`src/rtl/adc_pkg.sv`:
```
// Shared constants for the ADC event packer: FSM state codes, marker defaults
// and frame field widths.
package adc_pkg;

    localparam int ST_W   = 3;
    localparam int MARK_W = 8;
    localparam int EVT_W  = 16;
    localparam int CHK_W  = 16;
    localparam int TS_W   = 40;
    localparam int SMP_W  = 14;
    localparam int WORD_W = 32;
    localparam int CNT_W  = 12;

    localparam logic [ST_W-1:0] ST_IDLE = 3'd0;
    localparam logic [ST_W-1:0] ST_HDR  = 3'd1;
    localparam logic [ST_W-1:0] ST_TSH  = 3'd2;
    localparam logic [ST_W-1:0] ST_TSL  = 3'd3;
    localparam logic [ST_W-1:0] ST_DATA = 3'd4;
    localparam logic [ST_W-1:0] ST_TRL  = 3'd5;

    localparam logic [MARK_W-1:0] HDR_MARK_DEF = 8'hA5;
    localparam logic [MARK_W-1:0] TRL_MARK_DEF = 8'h5A;

    // Header and trailer share one layout: marker, zero byte, 16-bit field.
    function automatic logic [WORD_W-1:0] mark_word(input logic [MARK_W-1:0] mark,
                                                    input logic [EVT_W-1:0]  field);
        return {mark, 8'h00, field};
    endfunction

endpackage

```
`src/rtl/adc_out_reg.sv`:
```
// Single-entry valid/ready output register: a word is taken whenever the slot
// is empty or being drained, and is held stable until the sink accepts it.
module adc_out_reg #(
    parameter int W = 32
) (
    input  logic         clk,
    input  logic         rst_n,
    input  logic         i_push,
    input  logic [W-1:0] i_data,
    input  logic         i_ready,
    output logic         o_valid,
    output logic [W-1:0] o_data,
    output logic         o_load
);

    logic         r_valid;
    logic [W-1:0] r_data;

    assign o_load  = ~r_valid | i_ready;
    assign o_valid = r_valid;
    assign o_data  = r_data;

    always_ff @(posedge clk or negedge rst_n) begin
        if (!rst_n) begin
            r_valid <= 1'b0;
            r_data  <= '0;
        end else if (o_load) begin
            r_valid <= i_push;
            if (i_push) begin
                r_data <= i_data;
            end
        end
    end

endmodule

```
`src/rtl/adc_evt_packer.sv`:
```
// Packs one triggered event (header, timestamp, NSAMP paired ADC samples, trailer)
// into 32-bit words. Define ADC_EVT_PACKER_CHKSUM_EN to fill the trailer with a sample sum.
module adc_evt_packer
    import adc_pkg::*;
#(
    parameter int                NSAMP    = 1024,
    parameter logic [MARK_W-1:0] HDR_MARK = HDR_MARK_DEF,
    parameter logic [MARK_W-1:0] TRL_MARK = TRL_MARK_DEF
) (
    input  logic                clk,
    input  logic                rst_n,
    input  logic                trig,
    input  logic [TS_W-1:0]     time_in,
    input  logic [SMP_W-1:0]    fifo1_q,
    input  logic                fifo1_empty,
    output logic                fifo1_rdreq,
    input  logic [SMP_W-1:0]    fifo2_q,
    input  logic                fifo2_empty,
    output logic                fifo2_rdreq,
    output logic [WORD_W-1:0]   out_data,
    output logic                out_valid,
    input  logic                out_ready,
    output logic                busy,
    output logic [15:0]         drop_cnt
);

    localparam logic [CNT_W-1:0] NSAMP_L = CNT_W'(NSAMP);

    logic [ST_W-1:0]   r_state;
    logic [TS_W-1:0]   r_ts;
    logic [EVT_W-1:0]  r_evt_cnt;
    logic [CNT_W-1:0]  r_rem;
    logic              r_busy;
    logic              r_trl_sent;
    logic [15:0]       r_drop_cnt;

    logic              w_load;
    logic              w_pop;
    logic              w_push;
    logic [WORD_W-1:0] w_word;
    logic              w_trl_acc;
    logic [CHK_W-1:0]  w_chk;

    // Both FIFOs move in lockstep so sample pairs can never slip.
    assign w_pop = (r_state == ST_DATA) & ~fifo1_empty & ~fifo2_empty
                 & w_load & (r_rem != '0);

    assign w_trl_acc = (r_state == ST_TRL) & r_trl_sent & out_valid & out_ready;

    assign fifo1_rdreq = w_pop;
    assign fifo2_rdreq = w_pop;
    assign busy        = r_busy;
    assign drop_cnt    = r_drop_cnt;

    always_comb begin
        w_push = 1'b0;
        w_word = '0;
        case (r_state)
            ST_HDR: begin
                w_push = w_load;
                w_word = mark_word(HDR_MARK, r_evt_cnt);
            end
            ST_TSH: begin
                w_push = w_load;
                w_word = {24'h0, r_ts[39:32]};
            end
            ST_TSL: begin
                w_push = w_load;
                w_word = r_ts[31:0];
            end
            ST_DATA: begin
                w_push = w_pop;
                w_word = {2'b00, fifo2_q, 2'b00, fifo1_q};
            end
            ST_TRL: begin
                w_push = w_load & ~r_trl_sent;
                w_word = mark_word(TRL_MARK, w_chk);
            end
            default: begin
                w_push = 1'b0;
                w_word = '0;
            end
        endcase
    end

    always_ff @(posedge clk or negedge rst_n) begin
        if (!rst_n) begin
            r_state    <= ST_IDLE;
            r_ts       <= '0;
            r_evt_cnt  <= '0;
            r_rem      <= '0;
            r_busy     <= 1'b0;
            r_trl_sent <= 1'b0;
        end else begin
            case (r_state)
                ST_IDLE: begin
                    if (trig) begin
                        r_ts      <= time_in;
                        r_evt_cnt <= r_evt_cnt + 16'd1;
                        r_busy    <= 1'b1;
                        r_state   <= ST_HDR;
                    end
                end
                ST_HDR: begin
                    if (w_load) begin
                        r_rem   <= NSAMP_L;
                        r_state <= ST_TSH;
                    end
                end
                ST_TSH: begin
                    if (w_load) begin
                        r_state <= ST_TSL;
                    end
                end
                ST_TSL: begin
                    if (w_load) begin
                        r_state <= ST_DATA;
                    end
                end
                ST_DATA: begin
                    if (w_pop) begin
                        r_rem <= r_rem - 1'b1;
                        if (r_rem == 12'd1) begin
                            r_state <= ST_TRL;
                        end
                    end
                end
                ST_TRL: begin
                    // The frame only ends once the sink has actually taken the trailer.
                    if (w_push) begin
                        r_trl_sent <= 1'b1;
                    end else if (w_trl_acc) begin
                        r_trl_sent <= 1'b0;
                        r_busy     <= 1'b0;
                        r_state    <= ST_IDLE;
                    end
                end
                default: begin
                    r_state <= ST_IDLE;
                end
            endcase
        end
    end

    always_ff @(posedge clk or negedge rst_n) begin
        if (!rst_n) begin
            r_drop_cnt <= '0;
        end else if (trig && r_busy && (r_drop_cnt != 16'hFFFF)) begin
            r_drop_cnt <= r_drop_cnt + 16'd1;
        end
    end

`ifdef ADC_EVT_PACKER_CHKSUM_EN
    logic [CHK_W-1:0] r_chk;

    always_ff @(posedge clk or negedge rst_n) begin
        if (!rst_n) begin
            r_chk <= '0;
        end else if (r_state == ST_HDR) begin
            r_chk <= '0;
        end else if (w_pop) begin
            r_chk <= r_chk + {2'b00, fifo1_q} + {2'b00, fifo2_q};
        end
    end

    assign w_chk = r_chk;
`else
    assign w_chk = 16'h0000;
`endif

    adc_out_reg #(
        .W (WORD_W)
    ) u_out_reg (
        .clk     (clk),
        .rst_n   (rst_n),
        .i_push  (w_push),
        .i_data  (w_word),
        .i_ready (out_ready),
        .o_valid (out_valid),
        .o_data  (out_data),
        .o_load  (w_load)
    );

endmodule
```
`config.mk`:
```
export PLATFORM = sky130hd
export DESIGN_NAME = adc_evt_packer
export DESIGN_NICKNAME = d
export VERILOG_FILES = /design/src/rtl/adc_pkg.sv /design/src/rtl/adc_out_reg.sv /design/src/rtl/adc_evt_packer.sv
export SDC_FILE = /design/constraint.sdc
export NUM_CORES = 1
export LEC_CHECK = 0
export BUFFER_PORTS_ARGS = -buffer_cell sky130_fd_sc_hd__buf_2
export CAP_MARGIN = 25
export CELL_PAD_IN_SITES_DETAIL_PLACEMENT = 1
export CELL_PAD_IN_SITES_GLOBAL_PLACEMENT = 1
export CORE_ASPECT_RATIO = 1.4
export CORE_MARGIN = 3
export CORE_UTILIZATION = 47
export DETAILED_ROUTE_END_ITERATION = 10
export PLACE_DENSITY_LB_ADDON = 0.1
export SLEW_MARGIN = 30
export SYNTH_ARGS = -nofsm -noshare
export SYNTH_HDL_FRONTEND = slang
export SYNTH_HIERARCHICAL = 1
export SYNTH_SLANG_ARGS = --single-unit
```
`constraint.sdc`:
```
create_clock -name clk -period 3.4 [get_ports clk]
set_input_delay 0 -clock clk [delete_from_list [all_inputs] [get_ports clk]]
set_output_delay 0 -clock clk [all_outputs]
set_load 0.01 [all_outputs]
```
## Word-level counts from Yosys, hierarchy flattened

Cells that the tools add are included.

- Bits of input ports: 74
- Output and inout port bits: 52
- Bits in registers: 122
- Logic and storage cells: 73

- Bitwise gates (word level): 13
- Equal/unequal tests: 15
- Add/subtract/negate cells: 3
- Mux-type cells: 19
- Reduce and logical (&&, ||, !) cells: 14

Operators with widths:

| cell | count |
|---|---|
| 32-bit one-hot mux with 5 select lines | 1 |
| 16-bit by 1-bit adder with 16-bit output, second input constant | 2 |
| 12-bit 2-to-1 mux | 2 |
| 3-bit 2-to-1 mux | 8 |
| 12-bit one-hot mux with 2 select lines | 1 |
| 3-bit one-hot mux with 6 select lines | 1 |
| 16-bit != test, second input constant | 1 |
| 2-bit != test, second input constant | 7 |
| 12-bit by 1-bit equality test with 1-bit output, second input constant | 1 |
| 12-bit nonzero test | 1 |
| 12-bit by 1-bit subtractor with 12-bit output, second input constant | 1 |
| 1-bit bitwise AND | 8 |
| 8-bit AND reduction | 1 |
| 3-bit by 2-bit equality test with 1-bit output, second input constant | 2 |
| 3-bit equality test, second input constant | 2 |
| 2-bit AND reduction | 3 |
| 2-bit nonzero test | 3 |
| 1-bit 2-to-1 mux | 4 |
| 1-bit NOT | 4 |
| 4-bit AND reduction | 1 |
| 3-bit by 1-bit equality test with 1-bit output, second input constant | 1 |
| 3-bit logical NOT | 1 |
| 1-bit one-hot mux with 3 select lines | 1 |
| 3-bit AND reduction | 1 |
| other kinds (5) | 6 |

## Longest topological paths before layout

Gate-level depths: netlist (run 1).

- Depth in word-level cells: 8
- Gate-level depth with buffers: 9
- Gate-level depth less buffers: 8

## Modules after synthesis

Netlist (run 1), hierarchy kept.

By module, submodules not included:

| module | sequential area each (µm²) | times used | cells each | area each (µm²) |
|---|---|---|---|---|
| adc_evt_packer | 2227.1 | 1 | 418 | 4605.7 |
| adc_out_reg | 825.8 | 1 | 71 | 1391.3 |

## Least setup slack after synthesis (run 1)

OpenSTA, ideal clock, no wires.

- Path kind: register -> register
- Start: register u_out_reg.r_valid (netlist: u_out_reg/o_valid)
- End: register u_out_reg.r_data[0] (netlist: u_out_reg/o_data[0])
- Path buffers: 2
- Slack: 1.150 ns
- Stages on the path, launching flop included: 10
- Required time: 3.275 ns
- Data arrival time: 2.125 ns
- Cells stage by stage: dfrtp_1 nand2b_4 buf_4 or3b_2 nor2_1 nand2_1 nand2_1 nand2_4 buf_12 mux2_4

- Longest elaborated chain between the ends: 6

Ends and longest elaborated chain:

| what | RTL line | RTL |
|---|---|---|
| start, declared | adc_out_reg.sv:16 | `logic r_valid;` |
| start signal, assigned | adc_out_reg.sv:28 | `r_valid <= i_push;` |
| 1-bit NOT * | adc_out_reg.sv:19 | `assign o_load = ~r_valid \| i_ready;` |
| 1-bit bitwise OR * | adc_out_reg.sv:19 |  |
| via w_load | adc_evt_packer.sv:37 | `logic w_load;` |
| 1-bit bitwise AND (2 in series) | adc_evt_packer.sv:46 | `& w_load & (r_rem != '0);` |
| 1-bit one-hot mux with 3 select lines * | adc_evt_packer.sv:58 | `case (r_state)` |
| via w_push | adc_evt_packer.sv:39 | `logic w_push;` |
| 2-bit AND reduction (no line) * | -- |  |
| end signal, assigned | adc_out_reg.sv:30 | `r_data <= i_data;` |
| end, declared | adc_out_reg.sv:17 | `logic [W-1:0] r_data;` |

Mark *: on every way through the listed nets, which the timed path passes. The rest lies on a longest branch.
A chain may end at the register's enable or synchronous reset.

## Final worst setup path (run 1)

- Start: register r_state[2]
- End: register u_out_reg.r_data[21] (netlist: u_out_reg/o_data[21])

- Longest elaborated chain between the ends: 7

Ends and longest elaborated chain:

| what | RTL line | RTL |
|---|---|---|
| start, declared | adc_evt_packer.sv:29 | `logic [ST_W-1:0] r_state;` |
| start signal, assigned | adc_evt_packer.sv:88 | `r_state <= ST_IDLE;` |
| start signal, assigned | adc_evt_packer.sv:101 | `r_state <= ST_HDR;` |
| start signal, assigned | adc_evt_packer.sv:107 | `r_state <= ST_TSH;` |
| 3-bit equality test | adc_evt_packer.sv:45, adc_evt_packer.sv:58 |  |
| 1-bit bitwise AND (2 in series) | adc_evt_packer.sv:45 | `assign w_pop = (r_state == ST_DATA) & ~fifo1_empty & ~fifo2_empty` |
| 1-bit bitwise AND (2 in series) | adc_evt_packer.sv:46 |  |
| 1-bit one-hot mux with 3 select lines * | adc_evt_packer.sv:58 |  |
| via w_push | adc_evt_packer.sv:39 |  |
| 2-bit AND reduction (no line) * | -- |  |

Marked as above.

==> run metrics, run 1 <==
status=finished, final reports clean; GPL Wtd Cong=0.865; initial core utilization=48.2%; First-pass DRT Iterations=5; area grow syn2layout=32.9%; CTS Sinks=122; unrepaired setup endpoints after global routing=false; post-route minimum period=2.73 ns; worst endpoint required time=3.69 ns; number of max-cap violations=0; Yosys cell types=56; Worst setup SP type=flip-flop; Static Leak=around 3.8 nW; Post-synth EDFFs=0; Syn Inst Count=489; sequential fraction of the synthesis area=50.9%; Die Wd=101 µm; Tot GR Track Use=26.7%; Critical Setup Path Class=reg2reg; Ys Warns=6; worst-margin pin slew=0.759 ns; Std-Cell Rows=48; Detailed Place HPWL=11200 µm; Port Buffers=125; Ports=126; top_reg_cell synth=dfrtp_1; mapped cell area=6000 µm²; FF+latch count, synth=~120; DIE AREA=around 14000 µm²; Bufs on Longest Clock Path=2; CTS tree=built; Mapped Avg Cell Area=12.3 µm²; Root Buffer Master=clkbuf_16; clk slew on worst S/H paths=~0.06 ns; pwr/cell area=899 nW/µm²; # H-tree levels=4; grt ovf=0; Vias/cell=5.76; Async S/R FF share, synth=100%; vias in the first global route=5409; period utilization=roughly four fifths; WL/cell=21.4 µm; Worst Path Arrival=about 3 ns; net count after synthesis=567; DR vias=4836; largest net degree at the start of global routing=47; antenna-violating nets left=0; WL final=approximately 18000 µm; Clock Skew=0.00958 ns; Setup Viol. Count Final=0; VDD IR-drop max=379 µV; DR iter-0 viols=217; share of cells above drive strength 1=37.0%; CTS buffer count=17; hold slack=0.0258 ns; n_diodes=0; Clk Latency, worst-skew pair=0.41 ns; share of the synthesized area in the top cell type=about half; DRC viols=0; Die H=140 µm; worst min-delay path class=in2reg; nets=756; Post-CTS Repair Setup Buffers=0; synth top area cells=dfrtp_1, mux2_2, mux2_4, mux2i_1, xnor2_1; CP Max Fanout=32; Max Freq=367 MHz; TNS Setup=0 ns; initial antenna violation count=0; fin. max-slew vios=0; Final Hold Fails=0; Critical Path Sink Type=flip-flop; global-route wire length before repair=between 20000 and 30000 µm; Core Area=12400 µm²; max_slew headroom=between 40% and 50%; Yosys top cell by area=dfrtp_1
## final timing paths
kind                                           startpoint                               end  slack [ns]  cells past startpoint
worst min-delay path                           fifo1_q[8]   u_out_reg/o_data[8]$_DFFE_PN0P_        0.03                      4
worst min register to register  r_evt_cnt[15]$_DFFE_PN0P_         r_evt_cnt[15]$_DFFE_PN0P_        0.47                      1
min in group asynchronous                           rst_n              r_rem[2]$_DFFE_PN0P_        0.09                      2
worst max register to register     r_state[2]$_DFFE_PN0P_  u_out_reg/o_data[21]$_DFFE_PN0P_        0.67                      6
worst max-delay path               r_state[2]$_DFFE_PN0P_  u_out_reg/o_data[21]$_DFFE_PN0P_        0.67                      6
max in group asynchronous                           rst_n              r_ts[26]$_DFFE_PN0P_        2.47                      3
## layout by cell type (no fill, tap or decap), types with 11 or more instances in the layout
cell / synthesis / final
a21oi_1: 12 / 12
a22o_1: 13 / 13
buf_2: 7 / 124
clkbuf_16: 0 / 17
dfrtp_1: 122 / 122
dlygate4sd3_1: 0 / 60
mux2_2: 44 / 44
mux2_4: 30 / 30
mux2i_1: 22 / 22
nand2_1: 31 / 31
nand3_1: 12 / 12
nand4_1: 14 / 14
nor2_1: 14 / 14
o21ai_0: 19 / 19
xnor2_1: 14 / 14
xor2_1: 11 / 11
## cell families (layout without fill, tap and decap cells)
kind of cell,Yosys count,in the layout,share of synthesized area (%)
adder cells (fa/ha/maj),4,4,0.835
AND/OR/NAND/NOR,137,137,13.7
flip-flops,122,122,50.9
AO/OA/AOI/OAI,75,75,8.26
XOR/XNOR,25,25,3.65
buffers and inverters,30,231,3.19
multiplexers,96,96,19.4
## power by group
group	total [mW]	switching, mW	internal [mW]	leakage [nW]
logic	2.73	1.39	1.34	2.00
registers	2.51	0.492	2.01	1.55
clock network	1.92	0.664	1.26	0.293
total	7.16	2.55	4.61	3.84
## cell usage after synthesis, types with 4 or more instances
master / number
a21oi_1: 12
a22o_1: 13
a22oi_1: 8
and2_1: 4
and3_1: 8
buf_2: 7
clkbuf_1: 8
dfrtp_1: 122
ha_1: 4
inv_1: 6
mux2_2: 44
mux2_4: 30
mux2i_1: 22
nand2_1: 31
nand3_1: 12
nand4_1: 14
nor2_1: 14
nor2b_1: 7
nor3_1: 5
nor3b_1: 5
nor4_1: 6
o21ai_0: 19
o22ai_1: 8
or3_1: 5
xnor2_1: 14
xor2_1: 11
## stage by stage
stage               instance area, µm²  util (%)  power (mW)  std cells  setup WS [ns]
global placement                  6710      54.0        4.94        748          0.891
floorplan                         6000         -        4.36        489           1.15
global route                      7970      64.1        7.57        840          0.517
finish                            7970      64.1        7.16        840          0.675
CTS                               7960      64.0        7.14        839          0.662
detailed placement                6740      54.2        5.10        749          0.750
## repair_timing
item / in CTS / in global routing
gates resized for setup: 0 / 0
hold buffers: 59 / 1
hold endpoints to repair: 147 / 1
## critical path, stage by stage (launching register included)
cell	delay, ns
dfrtp_1	0.58
or3b_2	0.56
nor2_1	0.25
nand2_1	0.20
nand2_1	0.17
nand2_4	0.34
mux2_4	0.46
## state kept, by name, indices dropped and copies added (netlist names), 3 cells and up
| signal | cells |
|---|---|
| r_ts | 40 |
| drop_cnt | 16 |
| u_out_reg/o_data | 32 |
| r_state | 3 |
| r_rem | 12 |
| r_evt_cnt | 16 |
## layer usage
| layer | GRT usage, % | share of wire [%] | vias to the layer above |
|---|---|---|---|
| li1 | - | - | 2171 |
| met1 | 30.4 | 37 | 2479 |
| met2 | 47.4 | 55 | 135 |
| met3 | 5.52 | 3.4 | 51 |
| met4 | 11.7 | 4.0 | 0 |
| met5 | 0 | 0 | - |
## final cells by class
cell class | instances | area [µm²]
fillers | 1293 | 4460
flip-flops and latches | 122 | 3050
multi-input cells | 337 | 2760
repair buffers | 194 | 1320
clock buffers | 19 | 453
well taps | 150 | 188
clock inverters | 12 | 173
inverters | 6 | 22.5
No activity file was read; power rests on OpenSTA's default activity.
==> run 2: changes to the inputs <==
--- a/config.mk
+++ b/config.mk
@@ -5,13 +5,14 @@
 export SDC_FILE = /design/constraint.sdc
 export NUM_CORES = 1
 export LEC_CHECK = 0
+export ABC_AREA = 1
 export BUFFER_PORTS_ARGS = -buffer_cell sky130_fd_sc_hd__buf_2
 export CAP_MARGIN = 25
 export CELL_PAD_IN_SITES_DETAIL_PLACEMENT = 1
 export CELL_PAD_IN_SITES_GLOBAL_PLACEMENT = 1
 export CORE_ASPECT_RATIO = 1.4
 export CORE_MARGIN = 3
-export CORE_UTILIZATION = 47
+export CORE_UTILIZATION = 36
 export DETAILED_ROUTE_END_ITERATION = 10
 export PLACE_DENSITY_LB_ADDON = 0.1
 export SLEW_MARGIN = 30
==> constraint.sdc (replaced) <==
create_clock -name clk -period 2.45 [get_ports clk]
set_input_delay 0 -clock clk [delete_from_list [all_inputs] [get_ports clk]]
set_output_delay 0 -clock clk [all_outputs]
set_load 0.01 [all_outputs]
==> run 2 against run 1 <==
Net effect:
- synthesized cell count increased by 69%
- hold slack lost 0.0078 ns
- power is 41% higher
- core utilization decreased by 16 points
- flip-flop and latch count is the same
- largest power group unchanged
- maximum frequency is 27% higher
- sequential share of layout area decreased by 2.1 points
- critical endpoint is now u_out_reg/o_data[31]$_DFFE_PN0P_
==> run metrics, run 2 <==
Post-CTS Repair Setup Buffers=0 (unchanged); WL final=20500 µm (+14%); DR vias=6162 (+27%); Post-synth top cells=nand2_1, dfrtp_1, nand3_1; worst endpoint required time=2.75 ns (-0.94 ns); initial antenna violation count=0 (unchanged); post-route cell area=8440 µm² (+5.9%); Largest Register=r_ts; Clk Latency, worst-skew pair=0.42 ns (about the same); DIE AREA=19400 µm² (+37%); Yosys cell types=34 (-39%); VDD IR-drop max=473 µV (+25%); global-route wire length before repair=33400 µm (+15%); met2 WL=11400 µm (+15%); crit path buf inv count=1 (+1); Ports=126 (unchanged); CTS Sinks=122 (unchanged); Detailed Place HPWL=14000 µm (+25%); Tot GR Track Use=21.5% (-5.2 points); n_diodes=0 (unchanged); post-route minimum period=2.15 ns (-0.571 ns); Root Buffer Master=clkbuf_16; max_slew headroom=53.6% (+4.3 points); Die H=163 µm (+17%); Vias/cell=4.89 (-15%); vias in the first global route=6735 (+25%); net count after synthesis=902 (+59%); share of the synthesized area in the top cell type=47.9% (-3.0 points); Async S/R FF share, synth=100% (unchanged); worst min-delay path class=in2reg; Post-synth EDFFs=0 (unchanged); critical path, cell by cell=inv_2 -> nor3_1 -> nand2_1 -> o311ai_4 -> nand2_4 -> nand2_1 -> nand2_1; Bufs on Longest Clock Path=2 (unchanged); CTS buffer count=17 (unchanged); max FFs per register=40 (unchanged); commonest non-fill, non-tap cell in the layout=nand2_1; Mapped Avg Cell Area=7.74 µm² (-37%); share of cells above drive strength 1=19.3% (-18 points); area post-placement=7220 µm² (+7.0%); First-pass DRT Iterations=4 (-1); cell with the most instances after synthesis=nand2_1; nets=1090 (+44%); synth top area cells=dfrtp_1, nand2_1, nand3_1, nor2_1, xor2_1; Yosys top cell by area=dfrtp_1; fin. max-slew vios=0 (unchanged); Worst setup SP type=flip-flop; Top cell by count, worst path=nand2_1; antenna-violating nets left=0 (unchanged); DRC viols=0 (unchanged); mapped cell area=6380 µm² (+6.4%); initial core utilization=36.7% (-12 points); area grow syn2layout=32.3%; Max Freq=464 MHz (+27%); Core Area=17400 µm² (+40%); Die Wd=119 µm (+17%); largest net degree at the start of global routing=54 (+15%); number of max-cap violations=0 (unchanged); Ys Warns=6 (unchanged); # H-tree levels=4 (unchanged); final cell count without fillers=1260 (+50%); grt ovf=0 (unchanged); Fill cells=2184 (+69%); Std-Cell Rows=57 (+19%); Critical Path Sink Type=flip-flop; Clock Skew=0.00807 ns (-0.00151 ns); Setup Viol. Count Final=0 (unchanged); DP Cell Count=1163 (+55%); Crit path max-delay family=simple AND/OR/NAND/NOR gates; Port Buffers=125 (unchanged); unrepaired setup endpoints after global routing=false; Critical Setup Path Class=reg2reg; critical path's slowest cell=dfrtp_1; Syn Inst Count=824 (+69%); pwr/cell area=1190 nW/µm² (+33%); FF+latch count, synth=122 (unchanged); DR iter-0 viols=193 (-11%); CTS tree=built; period utilization=87.9% (+7.8 points); GPL Wtd Cong=0.848 (-2.0%); Worst Path Arrival=2.45 ns (-0.57 ns); Static Leak=4.38 nW (+14%); sequential fraction of the synthesis area=47.9% (-3.0 points); CP Max Fanout=33 (+3.1%); worst-margin pin slew=0.696 ns (-0.0628 ns); WL/cell=16.2 µm (-24%); top_reg_cell synth=dfrtp_1; status=finished, final reports clean; met3 wire length=545 µm (-9.8%); Final Hold Fails=0 (unchanged); clk slew on worst S/H paths=0.05 ns (about the same); most frequent cells in the layout=nand2_1, buf_2, dfrtp_1; Met1 Routed Length=8150 µm (+22%); top sig layer=met4; Critical Path Max Stage Delay=0.60 ns (+0.02 ns); TNS Setup=0 ns (unchanged)
## run 2: cell count changes after synthesis, moves of 22 or more
cell and change:
mux2_2 -44, inv_1 +41, nand2_1 +326, mux2_4 -30, nand3_1 +72, nor2_1 +35
mux2i_1 -22
## run 2: kinds of logic after synthesis
| group | share of synthesized area (%) |
|---|---|
| DFF | 47.9 |
| xor gates and xnor gates | 3.57 |
| AOI/OAI and AO/OA | 6.22 |
| and+or+nand+nor | 35.0 |
| buffers and inverters | 6.61 |
| adders and majority gates | 0.785 |
## run 2: report_power, final
part	total [mW]	switching, mW	internal, mW
registers	3.52	0.691	2.83
clock network	2.34	0.900	1.44
logic	4.21	2.74	1.47
## run 2: repair_timing
action | CTS | global route
setup endpoints to repair | 0 | 5
hold buffers | 66 | 0
hold endpoints to repair | 113 | 0
resized for setup | 0 | 1
## run 2: worst register-to-register path, cell delays in order (launching register included)
cell and delay, ns:
dfrtp_1 0.60, inv_2 0.14, nor3_1 0.28, nand2_1 0.17, o311ai_4 0.21, nand2_4 0.41, nand2_1 0.18, nand2_1 0.07
## run 2: worst paths after layout
check | from | to | slack [ns] | cells past startpoint
worst max-delay path | r_state[2]$_DFFE_PN0P_ | u_out_reg/o_data[31]$_DFFE_PN0P_ | 0.30 | 7
worst min-delay path | fifo1_q[5] | u_out_reg/o_data[5]$_DFFE_PN0P_ | 0.02 | 5
worst max register to register | r_state[2]$_DFFE_PN0P_ | u_out_reg/o_data[31]$_DFFE_PN0P_ | 0.30 | 7
worst min register to register | u_out_reg/o_data[28]$_DFFE_PN0P_ | u_out_reg/o_data[28]$_DFFE_PN0P_ | 0.47 | 2
max in group asynchronous | rst_n | r_evt_cnt[14]$_DFFE_PN0P_ | 1.48 | 3
min in group asynchronous | rst_n | drop_cnt[7]$_DFFE_PN0P_ | 0.19 | 2
## run 2: area by class of cell
type                    count  area (µm²)  area share [%]
clock buffers              25         515            6.11
clock inverters             6        37.5           0.445
multi-input cells         616        2930            34.7
repair buffers            203        1420            16.8
well taps                 236         295            3.50
inverters                  52         195            2.31
flip-flops and latches    122        3050            36.2
## run 2: through the flow
step	worst slack (ns)	power, mW	utilization, %	hold WS [ns]
2_1_floorplan	0.594	6.33	-	-0.296
5_1_grt	0.126	10.9	48.5	0.0406
4_1_cts	0.180	10.2	48.4	0.00607
3_3_place_gp	0.327	7.50	41.5	0.0748
3_5_place_dp	0.207	7.69	41.5	0.0841
6_report	0.296	10.1	48.5	0.0181
## run 2: per-layer routing
metal,vias up,GRT usage [%]
met3,31,3.88
met1,3033,23.9
met4,0,6.75
li1,2991,-
met2,107,41.4
met5,-,0
